### src/rtl/mmu_rx_pkg.sv
// -----------------------------------------------------------------------------
// mmu_rx_pkg
//   Shared definitions for the mmu_rx read path: field positions of the 72-bit
//   rcmd FIFO command word, common widths, the splitter FSM state type and a
//   helper that assembles a command word.
//   No ports (package).
// -----------------------------------------------------------------------------
package mmu_rx_pkg;

  localparam int CMD_ADDR_W = 34;  // byte address width carried in a command
  localparam int ID_W       = 2;
  localparam int BD_LEN_W   = 16;  // BD byte length / remainder width
  localparam int CHUNK_W    = 14;  // chunk byte count field width
  localparam int CMD_W      = 72;

  localparam int ADDR_LSB = 0;
  localparam int ADDR_MSB = 33;
  localparam int ID_LSB   = 34;
  localparam int ID_MSB   = 35;
  localparam int LEN_LSB  = 36;
  localparam int LEN_MSB  = 49;
  localparam int ERR_POS  = 68;
  localparam int EOP_POS  = 69;
  localparam int LAST_POS = 70;

  typedef enum logic {
    IDLE  = 1'b0,
    SPLIT = 1'b1
  } split_state_e;

  // Every command is a single-word frame: eop=1, err=0, reserved bits zero.
  function automatic logic [CMD_W-1:0] pack_cmd(
    input logic [CMD_ADDR_W-1:0] addr,
    input logic [ID_W-1:0]       id,
    input logic [CHUNK_W-1:0]    bytes,
    input logic                  last
  );
    logic [CMD_W-1:0] w;
    w                   = '0;
    w[ADDR_MSB:ADDR_LSB] = addr;
    w[ID_MSB:ID_LSB]     = id;
    w[LEN_MSB:LEN_LSB]   = bytes;
    w[ERR_POS]           = 1'b0;
    w[EOP_POS]           = 1'b1;
    w[LAST_POS]          = last;
    return w;
  endfunction

endpackage

### src/rtl/axi4m_rd_cmd_split_if.sv
// -----------------------------------------------------------------------------
// axi4m_rd_cmd_split_if
//   Bus bundle between the BD source, the command splitter and the rcmd FIFO.
//   bd_valid/bd_ready/bd_addr/bd_len/bd_id : BD handshake and payload
//   rcmd_ff_full/rcmd_ff_wen/rcmd_ff_wdata : rcmd FIFO almost-full and write port
//   Modports:
//     slave  - the splitter (consumes BDs, writes commands)
//     master - the surroundings (issues BDs, owns the FIFO)
// -----------------------------------------------------------------------------
interface axi4m_rd_cmd_split_if;
  import mmu_rx_pkg::*;

  logic                  bd_valid;
  logic                  bd_ready;
  logic [CMD_ADDR_W-1:0] bd_addr;
  logic [BD_LEN_W-1:0]   bd_len;
  logic [ID_W-1:0]       bd_id;
  logic                  rcmd_ff_full;
  logic                  rcmd_ff_wen;
  logic [CMD_W-1:0]      rcmd_ff_wdata;

  modport slave (
    input  bd_valid, bd_addr, bd_len, bd_id, rcmd_ff_full,
    output bd_ready, rcmd_ff_wen, rcmd_ff_wdata
  );

  modport master (
    output bd_valid, bd_addr, bd_len, bd_id, rcmd_ff_full,
    input  bd_ready, rcmd_ff_wen, rcmd_ff_wdata
  );

endinterface

### src/rtl/axi4m_rd_chunk_calc.sv
// -----------------------------------------------------------------------------
// axi4m_rd_chunk_calc
//   Combinational size of the next chunk: the bytes left to the next
//   SPLIT_BYTES-aligned boundary, capped by the BD remainder.
//   ofs   in  offset of the current address inside its SPLIT_BYTES window
//   rem   in  bytes still to issue for the BD (>= 1 while splitting)
//   chunk out bytes of the next command, 1..SPLIT_BYTES
//   last  out this chunk finishes the BD
// -----------------------------------------------------------------------------
module axi4m_rd_chunk_calc
  import mmu_rx_pkg::*;
#(
  parameter int SPLIT_BYTES = 4096,
  parameter int OFS_W       = $clog2(SPLIT_BYTES)
) (
  input  logic [OFS_W-1:0]    ofs,
  input  logic [BD_LEN_W-1:0] rem,
  output logic [CHUNK_W-1:0]  chunk,
  output logic                last
);

  logic [BD_LEN_W-1:0] room;

  // room is 1..SPLIT_BYTES; a zero offset yields a full window.
  assign room  = BD_LEN_W'(SPLIT_BYTES) - BD_LEN_W'(ofs);
  assign last  = (rem <= room);
  // Whichever operand is selected is <= SPLIT_BYTES, so the cast never drops bits.
  assign chunk = last ? CHUNK_W'(rem) : CHUNK_W'(room);

endmodule

### src/rtl/axi4m_rd_cmd_split.sv
// -----------------------------------------------------------------------------
// axi4m_rd_cmd_split
//   Accepts one read buffer descriptor per handshake and splits it into
//   commands that never cross a SPLIT_BYTES-aligned boundary, writing one
//   72-bit word per chunk into the rcmd FIFO while its almost-full is low.
//   aclk            in   clock
//   areset          in   synchronous active-high reset
//   bus             if   slave modport: BD handshake + rcmd FIFO write port
//   reg_bd_len0_err out  sticky flag, a zero-length BD was dropped
//   reg_bd_cnt      out  BDs accepted (AXI4M_RD_CMD_SPLIT_STAT_EN only)
//   reg_cmd_cnt     out  command writes (AXI4M_RD_CMD_SPLIT_STAT_EN only)
//   Build option: define AXI4M_RD_CMD_SPLIT_STAT_EN to add the statistics
//   counters and their ports.
// -----------------------------------------------------------------------------
module axi4m_rd_cmd_split
  import mmu_rx_pkg::*;
#(
  parameter int SPLIT_BYTES = 4096,
  parameter int ADDR_W      = 34
) (
  input  logic                      aclk,
  input  logic                      areset,
  axi4m_rd_cmd_split_if.slave       bus,
  output logic                      reg_bd_len0_err
`ifdef AXI4M_RD_CMD_SPLIT_STAT_EN
  ,
  output logic [31:0]               reg_bd_cnt,
  output logic [31:0]               reg_cmd_cnt
`endif
);

  localparam int OFS_W = $clog2(SPLIT_BYTES);

  split_state_e        state_q, state_d;
  logic [ADDR_W-1:0]   cur_addr_q, cur_addr_d;
  logic [BD_LEN_W-1:0] rem_q, rem_d;
  logic [ID_W-1:0]     id_q, id_d;
  logic                wen_q, wen_d;
  logic [CMD_W-1:0]    wdata_q, wdata_d;
  logic                len0_err_q, len0_err_d;
  logic [CHUNK_W-1:0]  chunk;
  logic                last;
  logic                bd_fire;

  axi4m_rd_chunk_calc #(
    .SPLIT_BYTES (SPLIT_BYTES),
    .OFS_W       (OFS_W)
  ) u_chunk_calc (
    .ofs   (cur_addr_q[OFS_W-1:0]),
    .rem   (rem_q),
    .chunk (chunk),
    .last  (last)
  );

  // Ready depends on state only, never on bd_valid or the FIFO flag.
  assign bus.bd_ready = (state_q == IDLE) && !areset;
  assign bd_fire      = bus.bd_valid && bus.bd_ready;

  always_comb begin
    // NOTE: every target gets its hold value first, so no path can leave one
    // unassigned and infer a latch.
    state_d    = state_q;
    cur_addr_d = cur_addr_q;
    rem_d      = rem_q;
    id_d       = id_q;
    wen_d      = 1'b0;
    wdata_d    = wdata_q;
    len0_err_d = len0_err_q;

    unique case (state_q)
      IDLE: begin
        if (bd_fire) begin
          cur_addr_d = bus.bd_addr;
          rem_d      = bus.bd_len;
          id_d       = bus.bd_id;
          // A zero-length BD is swallowed: flag it and wait for the next one.
          if (bus.bd_len == '0) len0_err_d = 1'b1;
          else                  state_d    = SPLIT;
        end
      end
      SPLIT: begin
        // Almost-full leaves room for the one registered write still in flight.
        if (!bus.rcmd_ff_full) begin
          wen_d      = 1'b1;
          wdata_d    = pack_cmd(cur_addr_q, id_q, chunk, last);
          cur_addr_d = cur_addr_q + ADDR_W'(chunk);  // wraps silently
          rem_d      = rem_q - BD_LEN_W'(chunk);
          if (last) state_d = IDLE;
        end
      end
      default: state_d = IDLE;
    endcase
  end

  always_ff @(posedge aclk) begin
    if (areset) begin
      state_q    <= IDLE;
      cur_addr_q <= '0;
      rem_q      <= '0;
      id_q       <= '0;
      wen_q      <= 1'b0;
      wdata_q    <= '0;
      len0_err_q <= 1'b0;
    end else begin
      // NOTE: non-blocking updates so every register samples pre-edge values.
      state_q    <= state_d;
      cur_addr_q <= cur_addr_d;
      rem_q      <= rem_d;
      id_q       <= id_d;
      wen_q      <= wen_d;
      wdata_q    <= wdata_d;
      len0_err_q <= len0_err_d;
    end
  end

  assign bus.rcmd_ff_wen   = wen_q;
  assign bus.rcmd_ff_wdata = wdata_q;
  assign reg_bd_len0_err   = len0_err_q;

`ifdef AXI4M_RD_CMD_SPLIT_STAT_EN
  logic [31:0] bd_cnt_q;
  logic [31:0] cmd_cnt_q;

  // Both counters wrap at 2^32; zero-length BDs count as accepted.
  always_ff @(posedge aclk) begin
    if (areset) begin
      bd_cnt_q  <= '0;
      cmd_cnt_q <= '0;
    end else begin
      if (bd_fire) bd_cnt_q  <= bd_cnt_q + 32'd1;
      if (wen_q)   cmd_cnt_q <= cmd_cnt_q + 32'd1;
    end
  end

  assign reg_bd_cnt  = bd_cnt_q;
  assign reg_cmd_cnt = cmd_cnt_q;
`endif

endmodule

### src/flat_wrapper.sv
// flat-port wrapper written by rule: the top's interface ports become plain ports
module axi4m_rd_cmd_split_flat import mmu_rx_pkg::*;
#(
  parameter int SPLIT_BYTES = 4096,
  parameter int ADDR_W      = 34
)
  (aclk, areset, reg_bd_len0_err, bus_bd_valid, bus_bd_addr, bus_bd_len, bus_bd_id, bus_rcmd_ff_full, bus_bd_ready, bus_rcmd_ff_wen, bus_rcmd_ff_wdata);
  axi4m_rd_cmd_split_if bus_i ();
  input  logic aclk;
  input  logic areset;
  output logic reg_bd_len0_err;
  input wire logic [$bits(bus_i.bd_valid)-1:0] bus_bd_valid;
  input wire logic [$bits(bus_i.bd_addr)-1:0] bus_bd_addr;
  input wire logic [$bits(bus_i.bd_len)-1:0] bus_bd_len;
  input wire logic [$bits(bus_i.bd_id)-1:0] bus_bd_id;
  input wire logic [$bits(bus_i.rcmd_ff_full)-1:0] bus_rcmd_ff_full;
  output wire logic [$bits(bus_i.bd_ready)-1:0] bus_bd_ready;
  output wire logic [$bits(bus_i.rcmd_ff_wen)-1:0] bus_rcmd_ff_wen;
  output wire logic [$bits(bus_i.rcmd_ff_wdata)-1:0] bus_rcmd_ff_wdata;
  assign bus_i.bd_valid = bus_bd_valid;
  assign bus_i.bd_addr = bus_bd_addr;
  assign bus_i.bd_len = bus_bd_len;
  assign bus_i.bd_id = bus_bd_id;
  assign bus_i.rcmd_ff_full = bus_rcmd_ff_full;
  assign bus_bd_ready = bus_i.bd_ready;
  assign bus_rcmd_ff_wen = bus_i.rcmd_ff_wen;
  assign bus_rcmd_ff_wdata = bus_i.rcmd_ff_wdata;
  axi4m_rd_cmd_split #(.SPLIT_BYTES(SPLIT_BYTES), .ADDR_W(ADDR_W)) u_core (.aclk(aclk), .areset(areset), .bus(bus_i), .reg_bd_len0_err(reg_bd_len0_err));
endmodule
### config.mk
export PLATFORM = sky130hd
export DESIGN_NAME = axi4m_rd_cmd_split_flat
export DESIGN_NICKNAME = d
export VERILOG_FILES = /design/src/rtl/mmu_rx_pkg.sv /design/src/rtl/axi4m_rd_cmd_split_if.sv /design/src/rtl/axi4m_rd_chunk_calc.sv /design/src/rtl/axi4m_rd_cmd_split.sv /design/src/flat_wrapper.sv
export SDC_FILE = /design/constraint.sdc
export NUM_CORES = 1
export LEC_CHECK = 0
export CORE_MARGIN = 5
export CORE_UTILIZATION = 50
export DETAILED_ROUTE_END_ITERATION = 6
export HOLD_SLACK_MARGIN = 0.03
export PLACE_DENSITY = 0.77
export SYNTH_ARGS = -nofsm -noshare
export SYNTH_HDL_FRONTEND = slang
export SYNTH_HIERARCHICAL = 1
export SYNTH_SLANG_ARGS = --single-unit
### constraint.sdc
create_clock -name aclk -period 6.58 [get_ports aclk]
set_clock_uncertainty 0.15 [all_clocks]
set_input_delay 1.316 -clock aclk [delete_from_list [all_inputs] [get_ports aclk]]
set_output_delay 1.316 -clock aclk [all_outputs]
set_load 0.05 [all_outputs]
==> impl_results.md <==
- PortBufs: 110
- Most used DFF post-synth: dfxtp_1
- CP max FO: 17
- Setup TNS: 0 ns
- Final min period: roughly 6 ns
- Core region area: around 14,000 um^2
- Detail Route Antenna Nets: 0
- Number of diodes: 0
- Io pins: about 130
- Count leader, synth: nand2_1
- CP required: between 6 and 7 ns
- Leak: ~3.2 nW
- Share of the synthesized area in the top cell type: 0.308
- Die H: 128 um
- Ys async rst share: 0
- Die width: approximately 130 um
- Longest Clk Path Bufs: 2
- Slew headroom: 0.246
- Vias post-DR: slightly below 7,000
- Slew Limit Fails: 0
- Routed WL per cell: around 17 um
- Worst vdd ir: about 0.13 mV
- DRT Wirelength: just under 20 mm
- CTS sink cnt: between 100 and 150
- # fillers: ~1,300
- Resized Gates After CTS: 0
- Clock transition at path regs: approximately 0.08 ns
- CTS Hold Buffers Added: 0
- Largest cells by area after synthesis: dfxtp_1 31%, a21oi_1 7.7%, nand2_1 7.6%
- Power density over cell area: approximately 280 nW/um^2
- Largest net degree at the start of global routing: 90
- Via density: just under 6
- Footprint of the multi-input gates: ~4400 um^2
- Synth cell count leaders: 141 x nand2_1, 107 x a21oi_1, 107 x dfxtp_1
- Synth warnings: 6
- DRC Markers: 0
- Period utilisation layout: 0.924
- Initial core utilization: 0.505
- Crit path kind: flop to flop
- Worst hold path type: flop to flop
- H-tree lvl count: 3
- Max Cap Viol: 0
- Unique masters post-synth: 73
- Crit-path cells: or3_4 > or4_4 > nor2_1 > xor2_1 > ha_1 > nand3_1 > nor4_1 > o21ai_1 > a31oi_4 > mux2i_1 > ha_1 > fa_1 > a21o_1 > a22oi_1 > a221o_1 > o31a_1 > or4_1 > a31oi_1
- Fin nets: ~1,100
- CP Buf/Inv Count: 0
- Crit-path leading delay family: simple AND/OR/NAND/NOR gates
- Antenna violations before repair: 0
- RePlAce Congestion: roughly 0.92
- Final hold vios: 0
- Non-Filler Instances: 1,157
- Die area: ~16,000 um^2
- Total GRT Usage: 0.237
- Critical Path AT: between 6 and 7 ns
- Slowest stage cell, crit path: or4_1
- CTS tree: yes
- Worst skew pair latency: around 0.36 ns
- Grt total ovfl: 0
- WHS: roughly 0.3 ns
- Synthesized cell area: about 6900 um^2
- Postcts setup bufs: 0
- Share of cells above drive strength 1: 0.0481
- Actual slew at the worst max-slew pin: between 1 and 1.5 ns
- Register area share after synthesis: 0.308
- Number of global-route vias before repair: 6,427
- CTS Buf Count: 9
- Synthesized instance count: 899
- Number of synthesized flops with an enable pin: 0
- Register Area: ~2100 um^2
- First-pass GRT wire length: about 32 mm
- Yosys top cell by area: dfxtp_1
- # setup viols final: 0
- DP Wirelength: around 14 mm
- Startpoint types: flop
- CP max stage delay: between 0.5 and 0.6 ns
- CTS Root Cell: clkbuf_16
- Drt pass-1 iters: 5
- Iter 0 DRT Violations: 542
- Crit-path most repeated cell: ha_1
- Row cnt: 43
- Area grow syn2layout: 20.4%
- RSZ-0062 raised after global routing: no
- Flops & latches, synth: about 110
- Mean Syn Cell Area: just under 8 um^2
- Setup crit end kind: flop
- Overall power: between 2 and 2.5 mW
- Max frequency: around 160 MHz
- Status: completed
- DP Cell Count: around 1,100
worst paths after layout:
kind                                     start                            to  slack (ns)  cells after the start
setup / recovery          u_core/cur_addr_q[2]         u_core/cur_addr_q[28]        0.50                     18
hold / removal    u_core/bus.rcmd_ff_wdata[41]  u_core/bus.rcmd_ff_wdata[41]        0.30                      2
setup reg to reg          u_core/cur_addr_q[2]         u_core/cur_addr_q[28]        0.50                     18
hold reg to reg   u_core/bus.rcmd_ff_wdata[41]  u_core/bus.rcmd_ff_wdata[41]        0.30                      2
registers in the layout (all words and copies together) (netlist names):
name,cells
u_core/bus.rcmd_ff_wdata,52
u_core/bus.rcmd_ff_wen,1
u_core/cur_addr_q,34
u_core/id_q,2
u_core/reg_bd_len0_err,1
u_core/rem_q,16
u_core/state_q,1
metrics by stage:
stage | area [um^2] | setup slack [ns] | util
finish | 8370 | 0.502 | 0.607
global route | 8370 | 0.116 | 0.607
floorplan | 7020 | 1.45 | -
detailed placement | 8050 | 0.639 | 0.585
global placement | 8050 | 0.836 | 0.585
CTS | 8370 | 0.561 | 0.607
metal layers:
layer | part of all wire | wire (um) | track usage
met5 | 0 | 0 | 0
met4 | 0.025 | 493 | 0.0805
met3 | 0.075 | 1480 | 0.0613
met2 | 0.48 | 9520 | 0.402
met1 | 0.42 | 8230 | 0.292
cell usage in the layout, fill, tap and decap left out, drive strengths merged, types with 21 or more instances in the layout:
master | netlist | layout
inv | 44 | 48
a21oi | 108 | 108
conb | 2 | 21
a21o | 21 | 21
nand2 | 141 | 141
dfxtp | 107 | 107
clkdlybuf4s50 | 0 | 109
ha | 42 | 42
o21ai | 24 | 24
nor2 | 53 | 53
where the power goes:
part           switching [mW]  internal, mW
logic                   0.605         0.413
registers              0.0722         0.695
clock network           0.289         0.276
cell families (layout without fill, tap and decap cells):
group | after synthesis | in the layout | share of synthesized area
AO/OA/AOI/OAI | 258 | 258 | 0.244
XOR/XNOR | 20 | 20 | 0.0263
adder cells (fa/ha/maj) | 44 | 44 | 0.0814
buffers and inverters | 118 | 177 | 0.0765
flip-flops | 107 | 107 | 0.308
multiplexers | 22 | 22 | 0.0322
other | 2 | 21 | 0.00108
AND/OR/NAND/NOR | 328 | 328 | 0.230
worst min-delay path, stage by stage (launching register included):
cell and delay, ns:
dfxtp_1 0.31, nand2_1 0.05, a21oi_1 0.05
layout make-up:
type                    count  area share
inverters                  44      0.0197
well taps                 180      0.0269
multi-input cells         693       0.522
flip-flops and latches    107       0.256
clock inverters             7      0.0105
clock buffers               9      0.0269
repair buffers            117       0.138
(Power assumes the default switching activity.)
